### config.mk
export PLATFORM = sky130hd
export DESIGN_NAME = i2c_reg_seq
export DESIGN_NICKNAME = d
export VERILOG_FILES = /design/src/rtl/i2c_reg_seq.sv
export SDC_FILE = /design/constraint.sdc
export NUM_CORES = 1
export LEC_CHECK = 0
export ABC_AREA = 1
export BUFFER_PORTS_ARGS = -buffer_cell sky130_fd_sc_hd__buf_2
export CAP_MARGIN = 20
export CORE_ASPECT_RATIO = 1.4
export CORE_MARGIN = 5
export CORE_UTILIZATION = 57
export DETAILED_ROUTE_END_ITERATION = 10
export PLACE_DENSITY_LB_ADDON = 0.12
export SYNTH_ARGS = -nofsm -noshare
export SYNTH_HDL_FRONTEND = slang
export SYNTH_SLANG_ARGS = --single-unit
### constraint.sdc
create_clock -name clk -period 2.78 [get_ports clk]
set_clock_uncertainty 0.1 [all_clocks]
set_input_delay 0.278 -clock clk [delete_from_list [all_inputs] [get_ports clk]]
set_output_delay 0.278 -clock clk [all_outputs]
set_load 0.05 [all_outputs]
### src/rtl/i2c_reg_seq.sv
// Register-transaction sequencer in front of a byte-level I2C master: one burst register read (with restart)
// or one burst register write per command. Define I2C_REG_SEQ_TIMEOUT_EN to build the watchdog abort.
module i2c_reg_seq #(
  parameter logic [6:0] DEV_ADR     = 7'h77,
  parameter int         MAX_LEN     = 22,
  parameter int         LEN_W       = 5,
  parameter int         DELAY_START = 15,
  parameter int         TIMEOUT     = 65535
) (
  input  logic             clk,
  input  logic             reset,
  input  logic             cmd_go,
  input  logic             cmd_rw,
  input  logic [7:0]       cmd_reg,
  input  logic [LEN_W-1:0] cmd_len,
  input  logic             buf_we,
  input  logic [LEN_W-1:0] buf_waddr,
  input  logic [7:0]       buf_wdata,
  input  logic [LEN_W-1:0] buf_raddr,
  output logic [7:0]       buf_rdata,
  output logic             busy,
  output logic             done,
  output logic             err,
  input  logic             isReady,
  output logic             start,
  output logic             send,
  output logic [7:0]       datasend,
  input  logic             sended,
  output logic             receive,
  input  logic [7:0]       datareceive,
  input  logic             received
);

  typedef enum logic [2:0] {
    IDLE, WAIT_RDY, SLA_W, REG, WDATA, SLA_R, RDATA, FINISH
  } stateT;

  // The per-byte phase counter must reach at least 2 so that the send/receive pulse at count 1 is single-cycle.
  localparam int CNT_MAX = (DELAY_START < 2) ? 2 : DELAY_START;
  localparam int CNT_W   = $clog2(CNT_MAX + 1);

  stateT            state, stateNext;
  logic [LEN_W-1:0] idx, idxNext;
  logic [LEN_W-1:0] len, lenNext;
  logic [CNT_W-1:0] cnt, cntNext;
  logic             cmdRw, rwNext;
  logic [7:0]       cmdReg, regNext;
  logic             errNext;
  logic             sendedD, receivedD;
  logic [7:0]       mem [MAX_LEN];

  logic             sendedEv, receivedEv, bytePhase, capture, lastByte, active, wdHit;
  logic [LEN_W-1:0] lenClamped;
  logic [7:0]       bufAtIdx, rdataMux;
  logic [MAX_LEN-1:0] capSel, userSel;

  assign sendedEv   = sended & ~sendedD;
  assign receivedEv = received & ~receivedD;
  assign bytePhase  = (cnt != '0);
  assign capture    = (state == RDATA) && receivedEv && bytePhase;
  assign lastByte   = (idx == (len - LEN_W'(1)));
  assign lenClamped = (cmd_len > LEN_W'(MAX_LEN)) ? LEN_W'(MAX_LEN) : cmd_len;
  assign active     = state inside {WAIT_RDY, SLA_W, REG, WDATA, SLA_R, RDATA};

`ifdef I2C_REG_SEQ_TIMEOUT_EN
  localparam int WD_W = $clog2(TIMEOUT + 1);
  logic [WD_W-1:0] wdCnt;

  always_ff @(posedge clk or negedge reset) begin
    if (!reset) begin
      wdCnt <= '0;
    end else if (stateNext != state) begin
      wdCnt <= '0;
    end else if (wdCnt != WD_W'(TIMEOUT)) begin
      wdCnt <= wdCnt + WD_W'(1);
    end
  end

  assign wdHit = active && (wdCnt == WD_W'(TIMEOUT));
`else
  localparam bit unusedTimeout = (TIMEOUT != 0);
  assign wdHit = 1'b0;
`endif

  genvar gi;
  generate
    for (gi = 0; gi < MAX_LEN; gi++) begin : gSel
      assign capSel[gi]  = capture && (idx == LEN_W'(gi));
      assign userSel[gi] = buf_we && (buf_waddr == LEN_W'(gi));
    end
  endgenerate

  always_comb begin
    bufAtIdx = 8'h00;
    rdataMux = 8'h00;
    for (int i = 0; i < MAX_LEN; i++) begin
      if (idx == LEN_W'(i)) bufAtIdx = mem[i];
      if (buf_raddr == LEN_W'(i)) rdataMux = mem[i];
    end
  end

  assign buf_rdata = rdataMux;

  always_comb begin
    stateNext = state;
    idxNext   = idx;
    lenNext   = len;
    rwNext    = cmdRw;
    regNext   = cmdReg;
    errNext   = err;
    cntNext   = (cnt == CNT_W'(CNT_MAX)) ? cnt : cnt + CNT_W'(1);
    case (state)
      IDLE: begin
        if (cmd_go) begin
          rwNext  = cmd_rw;
          regNext = cmd_reg;
          lenNext = lenClamped;
          idxNext = '0;
          if (lenClamped == '0) begin
            stateNext = FINISH;
            errNext   = 1'b1;
          end else begin
            stateNext = WAIT_RDY;
            errNext   = 1'b0;
          end
        end
      end
      WAIT_RDY: if (isReady) stateNext = SLA_W;
      SLA_W:    if (sendedEv && bytePhase) stateNext = REG;
      REG:      if (sendedEv && bytePhase) stateNext = cmdRw ? SLA_R : WDATA;
      WDATA: begin
        if (sendedEv && bytePhase) begin
          if (lastByte) begin
            stateNext = FINISH;
          end else begin
            idxNext = idx + LEN_W'(1);
            cntNext = '0;
          end
        end
      end
      SLA_R:    if (sendedEv && bytePhase) stateNext = RDATA;
      RDATA: begin
        if (capture) begin
          if (lastByte) begin
            stateNext = FINISH;
          end else begin
            idxNext = idx + LEN_W'(1);
            cntNext = '0;
          end
        end
      end
      FINISH:   stateNext = IDLE;
      default:  stateNext = IDLE;
    endcase
    if (wdHit) begin
      stateNext = FINISH;
      errNext   = 1'b1;
    end
    if (stateNext != state) cntNext = '0;
  end

  always_ff @(posedge clk or negedge reset) begin
    if (!reset) begin
      state     <= IDLE;
      idx       <= '0;
      len       <= '0;
      cnt       <= '0;
      cmdRw     <= 1'b0;
      cmdReg    <= 8'h00;
      err       <= 1'b0;
      sendedD   <= 1'b0;
      receivedD <= 1'b0;
    end else begin
      state     <= stateNext;
      idx       <= idxNext;
      len       <= lenNext;
      cnt       <= cntNext;
      cmdRw     <= rwNext;
      cmdReg    <= regNext;
      err       <= errNext;
      sendedD   <= sended;
      receivedD <= received;
    end
  end

  // A bus capture takes priority over a user write to the same entry in the same cycle.
  always_ff @(posedge clk or negedge reset) begin
    if (!reset) begin
      for (int i = 0; i < MAX_LEN; i++) mem[i] <= 8'h00;
    end else begin
      for (int i = 0; i < MAX_LEN; i++) begin
        if (capSel[i]) begin
          mem[i] <= datareceive;
        end else if (userSel[i]) begin
          mem[i] <= buf_wdata;
        end
      end
    end
  end

  always_comb begin
    start    = 1'b0;
    send     = 1'b0;
    receive  = 1'b0;
    datasend = 8'h00;
    case (state)
      SLA_W: begin
        datasend = {DEV_ADR, 1'b0};
        start    = (cnt < CNT_W'(DELAY_START));
        send     = (cnt == CNT_W'(1));
      end
      REG: begin
        datasend = cmdReg;
        send     = (cnt == CNT_W'(1));
      end
      WDATA: begin
        datasend = bufAtIdx;
        send     = (cnt == CNT_W'(1));
      end
      SLA_R: begin
        datasend = {DEV_ADR, 1'b1};
        start    = (cnt < CNT_W'(DELAY_START));
        send     = (cnt == CNT_W'(1));
      end
      RDATA:   receive = (cnt == CNT_W'(1));
      default: ;
    endcase
    if (wdHit) begin
      start   = 1'b0;
      send    = 1'b0;
      receive = 1'b0;
    end
  end

  assign busy = active;
  assign done = (state == FINISH);

endmodule
==> results.toml <==
[outcome]
status = "finished with violations"
violations = "setup timing"

[worst_setup_path]
cp.required_ns = 2.40
crit_fanout = 5
r2r_setup_slack_ns = 0.16
r2r-end = "mem[80]"
critPathKind = "reg -> out"
crit_slowest_cell = "dfrtp_2"
r2r-start = "idx[1]"
slowest_delay_ns = 0.44
reg2reg_depth = 15
crit_path_start_kind = "flip-flop"
end_kind = "output port"
arrival_ns = 3.56
path_common_cell = "nand2_1"

[power]
total_power_w = 0.01474
power.leakage_nw = 8.667
p_per_area_nw_per_um2 = 834.8
ir_drop_uv = 852.7

[clock_network]
cts-root-buf = "clkbuf_16"
clk_pin_slew_ns = 0.07
cts_sinks = 205
ctsLongestPathBuffers = 3
h-tree-depth = 1
insertion_delay_ns = 0.52
cts_tree = "built"
numCtsBuffers = 23

[synthesis]
yosys.area_share.xor_xnor_pct = 0.4524
ys.flop_type = "dfrtp_1"
netlist_area_um2 = 13550
synthMuxAreaShare_pct = 0
postSynthCellCount = 2038
synth_fa_ha_area_share_pct = 0.8309
yosys.area_share.simple_pct = 28.01
syn_nets = 2094
yosys_warnings = 0
yosys-top-cells-area = "dfrtp_1, nand2_1, o21ai_0, inv_1, nand3_1"
ys_seq_area_share_pct = 37.85
ys_ff_latch = 205
synthArstFlopShare_pct = 100.0
synth_compound_area_share_pct = 20.42
synth_top_area_share_pct = 37.85
synth_area_per_cell_um2 = 6.650
synth_cell_type_count = 42
synth_top_family_by_area = "simple AND/OR/NAND/NOR gates"
synth_edf_count = 0
synth_top_cell_by_area = "dfrtp_1"

[die]
dieArea_um2 = 27000
core_area_um2 = 23370
rows = 66
ios = 69
start_util_pct = 57.99
fp.dieW_um = 140.3
die_h_um = 192.5

[place]
place_congestion = 1.110
port_buffers = 68
dp_hpwl_mm = 42.68
placed_cells = 2562

[cells_and_area]
seq_area_um2 = 5132
syn2layout_area_growth_pct = 30.30
drive_gt1_share_pct = 23.41
multi_input_area_um2 = 7446
final_nets = 2370
nFillCells = 1851
final_cell_mix = "nand2_1, inv_1, o21ai_0, buf_4, dfrtp_1"
fin_cells = 2640
final_common_cell = "nand2_1"

[timing]
worstMarginPinSlew_ns = 0.9614
min_period_over_period_pct = 141.7
hold_violations = 0
slew_violations = 0
slew_headroom_pct = 35.83
fin_crit_ns = 3.940
max_freq_ghz = 0.2538
setup_tns_ns = -11.89
final.setup.worst_slack_ns = -1.160
rsz0062_at_grt = "true"
setup_viol = 16

[global_route]
grt_pass1_wl_mm = 89.69
gr-usage-all-layers_pct = 43.59
globalRouteOverflowTotal = 0
grt_max_degree = 80
antenna_found_initial = 2
grt_pass1_vias = 15570

[detailed_routing]
wl_mm = 60.44
vias_per_cell = 6.137
vias = 16201
drc_errors = 0
wl_per_cell_um = 22.89
detail-route-antenna-nets = 0
drt_iter0_drc = 1616
firstDrtPassIters = 6

[worst_hold_path]
hp-start = "cmd_go"
hp-class = "in -> reg"
holdPathStages = 3
whs_endpoint = "state[0]"

[flow_run]
max_cap_viol_count = 0
-- routing by layer --
layer  share of wire (%)  vias up  track usage [%]
li1                    -     7246                -
met1                  34     7499            50.22
met2                  45     1094            70.67
met3                  11      362            9.519
met4                  10        0            33.30
met5                   0        -                0
-- stage by stage --
stage	setup WS [ns]	area, um^2	hold slack (ns)	util [%]
after floorplan	-0.002101	13600	-0.1176	-
after global placement	-0.7861	15740	0.2680	67.34
after detailed placement	-0.8023	15740	0.2681	67.34
after CTS	-1.161	17090	0.007921	73.13
after global routing	-1.296	17640	0.04507	75.50
final	-1.160	17660	0.01126	75.56
-- worst max-delay path by stage --
stage,cells after the start,start,endpoint,slack [ns]
2_1_floorplan,28,idx[1],datasend[2],-0.002
3_3_place_gp,31,idx[0],datasend[1],-0.79
3_5_place_dp,31,idx[1],datasend[1],-0.80
4_1_cts,29,idx[0],datasend[1],-1.16
5_1_grt,30,idx[1],datasend[7],-1.30
6_report,29,idx[1],datasend[3],-1.16
-- sequential cells by signal, indices dropped and copies added, names as in the netlist --
signal and count:
idx 5, cnt 4, cmdReg 8, sendedD 1, mem 176, cmdRw 1, receivedD 1, state 3
err 1, len 5
-- power by group --
part / leakage [nW] / switching (W) / internal (W)
registers: 2.50 / 0.000689 / 0.00377
clock network: 0.377 / 0.00132 / 0.00185
logic: 5.79 / 0.00439 / 0.00273
total: 8.67 / 0.00640 / 0.00834
-- critical path: cells and delay by family (launching register included) --
kind | cells | cell delay [ns]
simple gates | 22 | 1.83
buf+inv | 5 | 0.52
flops | 1 | 0.44
fa+ha+maj | 1 | 0.14
compound gates | 1 | 0.10
-- Yosys cell counts (12+ instances only) --
master     count
a21oi_1       36
a221oi_1      20
clkbuf_1      54
dfrtp_1      205
inv_1        351
inv_2         12
nand2_1      471
nand3_1      178
nand4_1       19
nor2_1       208
nor3_1        17
o2111ai_1     12
o211ai_1      39
o21ai_0      265
o221ai_1      44
-- cell type report --
type | count | area share, %
multi-input combinational | 1391 | 42.16
timing repair buffer | 320 | 14.21
tap | 306 | 2.168
clock inverter | 12 | 0.8431
sequential | 205 | 29.06
clock buffer | 27 | 3.458
inverter | 373 | 8.006
antenna | 6 | 0.08502
-- cells by family (layout without fill, tap and decap cells) --
family | after synthesis | count (layout)
AO/OA/AOI/OAI | 461 | 461
XOR/XNOR | 7 | 7
adder cells (fa/ha/maj) | 9 | 9
buffers and inverters | 442 | 732
flip-flops | 205 | 205
other | 0 | 6
AND/OR/NAND/NOR | 914 | 914
-- what timing repair did --
item	4_1_cts	5_1_grt
gates cloned	1	0
gates resized for setup	108	136
pin swaps	44	98
setup endpoints to repair	19	59
endpoints found under the hold margin	91	0
hold buffers	18	0
buffers inserted	6	8
Power figures use the tool's default switching activity.
